<file path="src/rtl/bcd_display_formatter.sv">
// 16-bit binary to 4-digit BCD display formatter (iterative double-dabble, one bit per clock).
// Optional leading-zero blanking is enabled by defining LEADING_ZERO_BLANK_EN.
module bcd_display_formatter (
    input  logic        clk,
    input  logic        rst,
    input  logic [15:0] in_value,
    input  logic        in_err,
    input  logic        in_valid,
    output logic        in_ready,
    output logic [15:0] graphics,
    output logic        out_done
);

    typedef enum logic [1:0] {
        IDLE    = 2'd0,
        CONVERT = 2'd1,
        FORMAT  = 2'd2
    } state_t;

    state_t      state, state_next;
    logic [15:0] shreg;
    logic [15:0] bcd;
    logic [15:0] bcd_adj;
    logic [31:0] shifted;
    logic [4:0]  cnt;
    logic        err;
    logic [15:0] formatted;

    always_ff @(posedge clk) begin
        if (rst) state <= IDLE;
        else     state <= state_next;
    end

    always_comb begin
        state_next = state;
        case (state)
            IDLE:    if (in_valid) state_next = CONVERT;
            CONVERT: if (cnt == 5'd15) state_next = FORMAT;
            FORMAT:  state_next = IDLE;
            default: state_next = IDLE;
        endcase
    end

    // Add-3 correction per nibble, then shift the combined {bcd, shreg} left by one
    always_comb begin
        bcd_adj = bcd;
        for (int unsigned i = 0; i < 4; i++) begin
            if (bcd[i*4 +: 4] >= 4'd5)
                bcd_adj[i*4 +: 4] = bcd[i*4 +: 4] + 4'd3;
        end
        shifted = {bcd_adj, shreg} << 1;
    end

    always_comb begin
        in_ready  = (state == IDLE);
        formatted = bcd;
`ifdef LEADING_ZERO_BLANK_EN
        // Blanking propagates rightward only while every digit to the left was also blanked
        if (bcd[15:12] == 4'd0) begin
            formatted[15:12] = 4'hF;
            if (bcd[11:8] == 4'd0) begin
                formatted[11:8] = 4'hF;
                if (bcd[7:4] == 4'd0)
                    formatted[7:4] = 4'hF;
            end
        end
`else
        formatted = bcd;
`endif
        if (err)
            formatted = 16'hFDBB;
    end

    always_ff @(posedge clk) begin
        if (rst) begin
            graphics <= '1;
            out_done <= 1'b0;
            shreg    <= '0;
            bcd      <= '0;
            cnt      <= '0;
            err      <= 1'b0;
        end else begin
            out_done <= 1'b0;
            case (state)
                IDLE: begin
                    if (in_valid) begin
                        shreg <= in_value;
                        bcd   <= '0;
                        cnt   <= '0;
                        err   <= in_err | (in_value > 16'd9999);
                    end
                end
                CONVERT: begin
                    bcd   <= shifted[31:16];
                    shreg <= shifted[15:0];
                    cnt   <= cnt + 5'd1;
                end
                FORMAT: begin
                    graphics <= formatted;
                    out_done <= 1'b1;
                end
                default: ;
            endcase
        end
    end

endmodule

</file>
<file path="config.mk">
export PLATFORM = sky130hd
export DESIGN_NAME = bcd_display_formatter
export DESIGN_NICKNAME = d
export VERILOG_FILES = /design/src/rtl/bcd_display_formatter.sv
export SDC_FILE = /design/constraint.sdc
export NUM_CORES = 1
export LEC_CHECK = 0
export ABC_AREA = 1
export CORE_MARGIN = 5
export CORE_UTILIZATION = 25
export CTS_BUF_LIST = sky130_fd_sc_hd__clkbuf_4 sky130_fd_sc_hd__clkbuf_8
export CTS_CLUSTER_SIZE = 14
export DETAILED_ROUTE_END_ITERATION = 6
export PLACE_DENSITY_LB_ADDON = 0.15
export SYNTH_ARGS = -nofsm -noshare
export SYNTH_HDL_FRONTEND = slang
export SYNTH_SLANG_ARGS = --single-unit
</file>
<file path="constraint.sdc">
create_clock -name clk -period 1.95 [get_ports clk]
set_input_delay 0.39 -clock clk [delete_from_list [all_inputs] [get_ports clk]]
set_output_delay 0.39 -clock clk [all_outputs]
set_load 0.02 [all_outputs]
</file>
==> summary.txt, run 1 <==
Synthesis
  • Syn Nets: 380
  • Mean Syn Cell Area: 7.43 um2
  • Post-synth ARST share: 0
  • #FFs+latches synth: 57
  • Count leader, synth: nand2_1
  • Synth top area cells: dfxtp_1 44%, nand2_1 17%, ha_1 4.8%
  • EDFF count, synth: 0
  • Yosys top cell by area: dfxtp_1
  • Synth warnings: 0
  • Commonest cells in the netlist: 116 x nand2_1, 57 x dfxtp_1, 28 x inv_1, 22 x a21oi_1, 17 x nand3_1
  • Top cell type's share of synthesized area: 0.439
  • Cell Area, Synth: 2600 um2
  • Register area share after synthesis: 0.439
  • Post-synthesis cell type count: 24
  • Post-synthesis instance total: 350
  • Synth Flop Type: dfxtp_1

Floorplan
  • Num ports: 38
  • Die Ht: 112 um
  • CORE AREA: 10200 um2
  • # rows: 37
  • Initial Util: 0.254
  • Die width: 112 um
  • Die Footprint: 12500 um2

Final layout
  • Filler cells: 1111
  • Layout Cells excl Fill: 528
  • Fraction of final layout cells sized beyond drive strength 1: 0.0791
  • Antenna cells: 0
  • Final net count: 418
  • Syn-to-layout area delta: 27.0%

Power
  • Leak: 1.26 nW
  • VDD IR max: 0.290 mV
  • Power density over cell area: 766 nW/um2

Global route
  • Global route overflow: 0
  • Gr busiest metal: met2
  • Met2 Track Usage GR: 0.163
  • All-Layer GR Usage: 0.108
  • Largest net degree at the start of global routing: 40
  • Initial antenna violation count: 0
  • First-pass GRT wire length: 11100 um
  • Met3 usage: 0.0435
  • Vias in the first global route: 2298
  • Grt met1 use: 0.146

Route
  • DR WL/cell: 12.1 um
  • Initial drt markers: 94
  • Antenna violation net count after detailed routing: 0
  • Router iterations before antenna repair: 4
  • Residual DRC: 0
  • Via/cell ratio: 4.45
  • Via count: 2352
  • Drt total wl: 6410 um

Worst hold path
  • Min-Delay Endpoint: cnt[4]
  • Depth of the worst hold-timing path: 2
  • Hold_sp: cnt[4]
  • Worst hold path class: reg2reg

Critical path
  • Critical Path Slowest Stage Cell: clkdlybuf4s50_1
  • Cell chain of the critical path: clkdlybuf4s50_1
  • Arrival time of the worst setup path: 1.32 ns
  • FF-to-FF path depth: 4
  • FF-to-FF Start: state[0]
  • Worst setup path category: reg2out
  • Critical path peak fanout: 2
  • Buffers & Inverters on Critical Path: 1
  • Crit path max-delay family: buffers and inverters
  • Setup crit end kind: output pin
  • Critical path startpoint category: flop
  • CP required: 1.56 ns
  • Worst path max stage delay: 0.62 ns
  • RR Endpoint: graphics[1]
  • Reg-to-reg setup timing slack: 0.38 ns

STA
  • Relative slew slack: 0.698
  • Max Fclk: 584 MHz
  • Setup_tns: 0 ns
  • RSZ-0062 raised after global routing: false
  • Final setup viols: 0
  • Tcrit/Tclk final: 0.878
  • Clock Skews: 0.0102 ns
  • Final Critical Period: 1.71 ns
  • Worst Tran Pin Value: 0.453 ns
  • Final Max Tran Viols: 0
  • Hold Vio Cnt, Final: 0

Clock network
  • CTS tree: done
  • Clock-pin slew on the worst setup and hold paths: 0.07 ns
  • H-tree depth: 3
  • Clock Path Buffers: 2
  • Clock root cell: clkbuf_8
  • Clock Sinks: 57
  • Clk_lat worst skew: 0.33 ns
  • CTS buffer count: 9
  • Postcts setup bufs: 0

Run
  • Total of max-cap violations: 0

Place
  • HPWL after DPL: 4380 um
  • Placed Cells: 513
  • # port buffers: 37
  • GPL Wtd Cong: 0.747

Outcome
  • Status: finished, final reports clean
## worst max-delay path by stage
stage                             end  cells past startpoint  slack (ns)   startpoint
after floorplan                cnt[4]                      6        0.59       cnt[0]
after global placement    graphics[9]                      4        0.32          rst
after CTS                 graphics[2]                      1        0.21  graphics[2]
after global routing         in_ready                      2        0.17     state[0]
after detailed placement  graphics[9]                      4        0.31          rst
final                     graphics[6]                      1        0.24  graphics[6]
## repair_timing
item                       in CTS  in global routing
hold buffers                    0                  0
setup endpoints to repair       1                  0
resized for setup               1                  0
## registers in the layout, indices dropped and copies added (netlist names)
signal    count
bcd          16
cnt           5
out_done      1
state         2
err           1
shreg        16
graphics     16
## through the flow
step | instance area [um2] | total power, mW | hold slack (ns) | util | setup slack [ns]
after global placement | 3100 | 1.44 | 0.452 | 0.303 | 0.319
after global routing | 3300 | 2.64 | 0.484 | 0.323 | 0.172
final | 3300 | 2.53 | 0.466 | 0.323 | 0.237
after detailed placement | 3100 | 1.44 | 0.457 | 0.303 | 0.315
after floorplan | 2600 | 1.35 | 0.443 | - | 0.589
after CTS | 3300 | 2.57 | 0.467 | 0.323 | 0.211
## layout make-up
type,instances,area (um2),area share
Timing Repair Buffer,42,444,0.135
Sequential cell,57,1140,0.346
Clock inverter,3,40.0,0.0121
Tap cell,136,170,0.0515
Multi-Input combinational cell,246,1230,0.372
Inverter,32,120,0.0364
Clock buffer,12,159,0.0481
## metal layers
layer	share of wire	vias up
li1	-	1242
met1	0.52	1054
met2	0.42	50
met3	0.047	6
met4	0.0076	0
met5	0	-
## cells in the final DEF, fill, tap and decap left out
| master | n |
|---|---|
| clkdlybuf4s50_1 | 36 |
| ha_1 | 10 |
| a31oi_1 | 15 |
| nor3_1 | 4 |
| clkinv_1 | 1 |
| buf_4 | 2 |
| inv_1 | 28 |
| clkbuf_4 | 1 |
| buf_12 | 3 |
| nand4_1 | 8 |
| nand3_1 | 17 |
| inv_2 | 3 |
| o21ai_0 | 12 |
| o22ai_1 | 14 |
| o21ai_4 | 1 |
| nand2_2 | 3 |
| clkinv_2 | 2 |
| or2_2 | 2 |
| nor2_4 | 2 |
| dfxtp_1 | 57 |
| a21oi_1 | 22 |
| dlygate4sd2_1 | 1 |
| clkbuf_8 | 11 |
| nor2_1 | 16 |
| nand2_1 | 116 |
| bufinv_16 | 1 |
| o211ai_1 | 4 |
## kinds of logic after synthesis
group                    synth area share
buffers and inverters              0.0890
AO/OA/AOI/OAI                       0.153
AND/OR/NAND/NOR                     0.271
flip-flops                          0.439
adder cells (fa/ha/maj)            0.0481
## power breakdown
part | switching, mW | internal, mW | leakage, nW | total, mW
Sequential | 0.0209 | 1.19 | 0.463 | 1.21
Clock | 0.455 | 0.663 | 0.106 | 1.12
Combinational | 0.111 | 0.0856 | 0.686 | 0.197
Total | 0.588 | 1.94 | 1.26 | 2.53
(Power assumes the default switching activity.)
==> run 2: changes to the inputs <==
Settings changed: ABC_AREA 1 to unset, PLACE_DENSITY set to 0.48, PLACE_DENSITY_LB_ADDON 0.15 to unset.
==> summary.txt, run 2 <==
Global route
  • Initial antenna violation count: 0 (unchanged)
  • Global route overflow: 0 (unchanged)
  • Largest net degree at the start of global routing: 37 (-7.5%)
  • All-Layer GR Usage: 0.109 (+0.00103)
  • First-pass GRT wire length: 11300 um (+2.2%)
  • Vias in the first global route: 2279 (-0.83%)

Synthesis
  • Register area share after synthesis: 0.432 (-0.00645)
  • Post-synthesis cell type count: 39 (+63%)
  • Cell Area, Synth: 2640 um2 (+1.5%)
  • Yosys top cell by area: dfxtp_1
  • Synth top area cells: dfxtp_1 43%, nor2_1 6.5%, o221a_2 6.4%
  • EDFF count, synth: 0 (unchanged)
  • Post-synth ARST share: 0 (unchanged)
  • Synth Flop Type: dfxtp_1
  • Post-synthesis instance total: 300 (-14%)
  • Syn Nets: 330 (-13%)
  • Mean Syn Cell Area: 8.80 um2 (+18%)
  • #FFs+latches synth: 57 (unchanged)
  • Synth warnings: 0 (unchanged)
  • Commonest cells in the netlist: 57 x dfxtp_1, 46 x nor2_1, 24 x a21oi_1, 19 x o21ai_0, 15 x o221a_2
  • Top cell type's share of synthesized area: 0.432 (-0.00645)
  • Count leader, synth: dfxtp_1

Final layout
  • Fraction of final layout cells sized beyond drive strength 1: 0.149 (+0.0703)
  • Commonest cells after routing, fill and taps aside: 57 x dfxtp_1, 46 x nor2_1, 37 x clkdlybuf4s50_1, 24 x a21oi_1, 19 x o21ai_0
  • Final net count: 373 (-11%)
  • Commonest non-fill, non-tap cell in the layout: dfxtp_1
  • Syn-to-layout area delta: 31.1%
  • Antenna cells: 0 (unchanged)
  • Final instance area: 3460 um2 (+4.8%)
  • Top flop regs: bcd x16, graphics x16, shreg x16

Clock network
  • Clock Path Buffers: 2 (unchanged)
  • Clock Sinks: 57 (unchanged)
  • Cts repair resizes: 0 (-1)
  • CTS tree: done
  • H-tree depth: 3 (unchanged)
  • Clock root cell: clkbuf_8
  • Clk_lat worst skew: 0.33 ns (about the same)
  • CTS buffer count: 9 (unchanged)
  • Clock-pin slew on the worst setup and hold paths: 0.07 ns (about the same)
  • Postcts setup bufs: 0 (unchanged)
  • CTS Hold Bufs: 0 (unchanged)

STA
  • Final Critical Period: 1.83 ns (+0.116 ns)
  • Max Fclk: 547 MHz (-6.4%)
  • Final Max Tran Viols: 0 (unchanged)
  • Tcrit/Tclk final: 0.938 (+0.0596)
  • Worst Tran Pin Value: 0.691 ns (+0.239 ns)
  • Clock Skews: 0.00665 ns (-0.00356 ns)
  • RSZ-0062 raised after global routing: false
  • Relative slew slack: 0.537 (-0.160)
  • Hold Vio Cnt, Final: 0 (unchanged)
  • Setup_tns: 0 ns (unchanged)
  • Final setup viols: 0 (unchanged)
  • Hold slack: 0.470 ns (+0.00367 ns)

Critical path
  • Critical path startpoint category: flop
  • Worst setup path category: reg2out
  • Critical Path Slowest Stage Cell: clkdlybuf4s50_1
  • Critical path peak fanout: 2 (unchanged)
  • CP required: 1.56 ns (about the same)
  • Worst path max stage delay: 0.64 ns (+0.02 ns)
  • Cell chain of the critical path: nor2_1 -> clkdlybuf4s50_1
  • Setup crit end kind: output pin
  • Arrival time of the worst setup path: 1.44 ns (+0.12 ns)

Route
  • DR WL/cell: 13.6 um (+12%)
  • Via/cell ratio: 4.65 (+4.4%)
  • Drt total wl: 6580 um (+2.8%)
  • Via count: 2250 (-4.3%)
  • Router iterations before antenna repair: 4 (unchanged)
  • Initial drt markers: 177 (+88%)
  • Antenna violation net count after detailed routing: 0 (unchanged)
  • Residual DRC: 0 (unchanged)

Run
  • Total of max-cap violations: 0 (unchanged)

Floorplan
  • CORE AREA: 10300 um2 (+0.91%)
  • Initial Util: 0.256 (+0.00148)
  • # rows: 37 (unchanged)
  • Num ports: 38 (unchanged)
  • Die Footprint: 12700 um2 (+1.4%)
  • Die width: 113 um (+0.68%)
  • Die Ht: 113 um (+0.68%)

Place
  • GPL Wtd Cong: 0.703 (-5.9%)
  • Placed cell area: 3210 um2 (+3.5%)
  • # port buffers: 37 (unchanged)
  • HPWL after DPL: 4520 um (+3.1%)

Power
  • VDD IR max: 0.292 mV (+0.95%)
  • Power density over cell area: 834 nW/um2 (+8.9%)
  • Tot Pwr: 2.88 mW (+14%)
  • Leak: 1.39 nW (+11%)

Outcome
  • Status: finished, final reports clean

Worst hold path
  • Worst hold path class: reg2reg
==> run 2: changes by cell type in the layout (fill, tap and decap cells not counted), sizes merged, moves of 13 or more <==
cell / delta
a31oi: -13
nor2: +29
inv: -20
nand2: -112
o22ai: -14
nor2b: +14
o221a: +15
==> run 2: cell type report <==
type | instances | area, um2
Clock buffer | 11 | 145
Clock inverter | 5 | 103
Fill cell | 1105 | 6860
Inverter | 11 | 41.3
Multi-Input combinational cell | 210 | 1350
Sequential cell | 57 | 1140
Tap cell | 136 | 170
Timing Repair Buffer | 54 | 510
==> run 2: power by group <==
part / switching, mW / internal, mW
clock: 0.475 / 0.896
sequential: 0.0301 / 1.20
combinational: 0.135 / 0.143
==> run 2: worst paths after layout <==
check | start | endpoint | slack (ns) | cells after the start
max reg2reg | state[0] | bcd[4] | 0.30 | 4
max | state[1] | in_ready | 0.12 | 2
min | shreg[15] | bcd[0] | 0.47 | 2
min reg2reg | shreg[15] | bcd[0] | 0.47 | 2
==> run 2: routing by layer <==
metal,vias to the layer above,wire [um],share of wire,global-route usage
li1,1155,-,-,-
met4,0,95,0.014,0.0529
met1,1040,3330,0.51,0.151
met2,49,2870,0.44,0.160
met3,6,285,0.043,0.0251
met5,-,0,0,0
==> run 2: logic make-up after synthesis <==
logic type               share of synthesized area
AND/OR/NAND/NOR                              0.202
flip-flops                                   0.432
buffers and inverters                       0.0564
AO/OA/AOI/OAI                                0.227
multiplexers                                0.0152
XOR/XNOR                                    0.0199
adder cells (fa/ha/maj)                     0.0474
==> run 2: through the flow <==
step,setup WS [ns],utilization,cells
3_5_place_dp,0.0928,0.311,468
3_3_place_gp,0.124,0.311,468
2_1_floorplan,0.517,-,300
5_1_grt,0.0328,0.335,484
4_1_cts,0.0627,0.335,484
6_report,0.121,0.335,484
==> run 2: worst max-delay path: cells and delay by family, from the launching register on <==
kind / cells / cell delay, ns
buf+inv: 1 / 0.64
simple gates: 1 / 0.16
flops: 1 / 0.31
==> run 3: changes to the inputs <==
Settings changed: CTS_BUF_LIST sky130_fd_sc_hd__clkbuf_4 sky130_fd_sc_hd__clkbuf_8 to unset.
==> summary.txt, run 3 (synthesis gave the netlist of run 2 again) <==
STA
  • Worst Tran Pin Value: 0.691 ns (+0.00000125 ns)
  • Hold slack: 0.470 ns (+0.000154 ns)
  • Tcrit/Tclk final: 0.938 (about the same)
  • Hold Vio Cnt, Final: 0 (unchanged)
  • Final Max Tran Viols: 0 (unchanged)
  • Clock Skews: 0.00665 ns (-0.00000447 ns)
  • Relative slew slack: 0.537 (about the same)
  • Final WS setup: 0.121 ns (-0.000508 ns)
  • Final setup viols: 0 (unchanged)
  • Final Critical Period: 1.83 ns (+0.000508 ns)
  • Max Fclk: 547 MHz (about the same)
  • Setup_tns: 0 ns (unchanged)
  • RSZ-0062 raised after global routing: false

Floorplan
  • # rows: 37 (unchanged)
  • Initial Util: 0.256 (unchanged)
  • Die Ht: 113 um (unchanged)
  • Die Footprint: 12700 um2 (unchanged)
  • CORE AREA: 10300 um2 (unchanged)
  • Num ports: 38 (unchanged)
  • Die width: 113 um (unchanged)

Global route
  • Vias in the first global route: 2279 (unchanged)
  • All-Layer GR Usage: 0.109 (unchanged)
  • Largest net degree at the start of global routing: 37 (unchanged)
  • First-pass GRT wire length: 11300 um (unchanged)
  • Global route overflow: 0 (unchanged)
  • Initial antenna violation count: 0 (unchanged)

Clock network
  • H-tree depth: 3 (unchanged)
  • Clock Path Buffers: 2 (unchanged)
  • Postcts setup bufs: 0 (unchanged)
  • Clock root cell: clkbuf_8
  • Clock Sinks: 57 (unchanged)
  • Clk_lat worst skew: 0.33 ns (about the same)
  • Clock-pin slew on the worst setup and hold paths: 0.07 ns (about the same)
  • CTS buffer count: 9 (unchanged)
  • CTS Hold Bufs: 0 (unchanged)
  • Cts repair resizes: 0 (unchanged)
  • CTS tree: done

Final layout
  • Sequential cell area: 1140 um2 (unchanged)
  • Commonest cells after routing, fill and taps aside: 57 x dfxtp_1, 46 x nor2_1, 37 x clkdlybuf4s50_1, 24 x a21oi_1, 19 x o21ai_0
  • Filler cells: 1107 (+0.18%)
  • Multi-input gate area: 1350 um2 (unchanged)
  • Top flop regs: bcd x16, graphics x16, shreg x16
  • Final net count: 373 (unchanged)
  • Antenna cells: 0 (unchanged)
  • Commonest non-fill, non-tap cell in the layout: dfxtp_1
  • Syn-to-layout area delta: 31.0%
  • Fraction of final layout cells sized beyond drive strength 1: 0.147 (-0.00287)

Route
  • Initial drt markers: 177 (unchanged)
  • Routed wl met3: 297 um (+4.2%)
  • Residual DRC: 0 (unchanged)
  • Via count: 2251 (+0.044%)
  • Router iterations before antenna repair: 4 (unchanged)
  • Metal-1 WL: 3290 um (-1.1%)
  • DR WL/cell: 13.6 um (about the same)
  • Drt total wl: 6580 um (about the same)
  • Top Metal Used: met4
  • Antenna violation net count after detailed routing: 0 (unchanged)
  • Routed wl met2: 2890 um (+0.63%)
  • Via/cell ratio: 4.65 (about the same)

Worst hold path
  • Worst hold path class: reg2reg

Critical path
  • Critical path startpoint category: flop
  • Worst setup path category: reg2out
  • FF-to-FF path depth: 4 (unchanged)
  • CP required: 1.56 ns (about the same)
  • Critical path peak fanout: 2 (unchanged)
  • CP startpoint: state[1]
  • Setup crit end: in_ready
  • Arrival time of the worst setup path: 1.44 ns (about the same)
  • Setup crit end kind: output pin
  • RR Endpoint: bcd[4]
  • FF-to-FF Start: state[0]
  • Reg-to-reg setup timing slack: 0.30 ns (about the same)

Place
  • HPWL after DPL: 4520 um (unchanged)
  • Pre-CTS setup slack: 0.0928 ns (unchanged)
  • GPL Wtd Cong: 0.703 (unchanged)
  • # port buffers: 37 (unchanged)

Run
  • Total of max-cap violations: 0 (unchanged)

Power
  • Power density over cell area: 831 nW/um2 (-0.37%)
  • Leak: 1.38 nW (-0.25%)
  • Tot Pwr: 2.87 mW (-0.48%)
  • VDD IR max: 0.292 mV (about the same)

Outcome
  • Status: finished, final reports clean
[run 3: cell counts in the layout (fill, tap and decap cells not counted)]
Identical to the previous run, type by type.
[run 3: per-layer routing]
metal / up-vias / GRT usage
met2: 49 / 0.160
met3: 6 / 0.0251
met5: - / 0
met1: 1042 / 0.151
met4: 0 / 0.0529
li1: 1154 / -
[run 3: where the power goes]
group	switching [mW]	internal, mW	leakage [nW]
combinational	0.135	0.143	0.800
clock	0.475	0.882	0.120
sequential	0.0300	1.20	0.465
[run 3: critical path, cell delays in order (launching register included)]
cell,delay [ns]
dfxtp_1,0.31
nor2_1,0.16
clkdlybuf4s50_1,0.64
[run 3: worst min-delay path by stage]
stage,from,slack [ns],endpoint,cells past startpoint
floorplan,shreg[15],0.43,bcd[0],2
global placement,shreg[15],0.45,bcd[0],2
detailed placement,shreg[15],0.46,bcd[0],2
CTS,shreg[15],0.47,bcd[0],2
global route,shreg[15],0.50,bcd[0],2
finish,shreg[15],0.47,bcd[0],2
[run 3: through the flow]
step / instances / cell area, um2 / utilization
after floorplan: 300 / 2640 / -
after global placement: 468 / 3210 / 0.311
after detailed placement: 468 / 3210 / 0.311
after CTS: 484 / 3460 / 0.335
after global routing: 484 / 3460 / 0.335
final: 484 / 3460 / 0.335
[run 3: cell type report]
class / count / area share
multi-input combinational: 210 / 0.390
timing repair buffer: 54 / 0.148
sequential: 57 / 0.330
tap: 136 / 0.0492
inverter: 11 / 0.0119
clock buffer: 11 / 0.0409
clock inverter: 5 / 0.0297
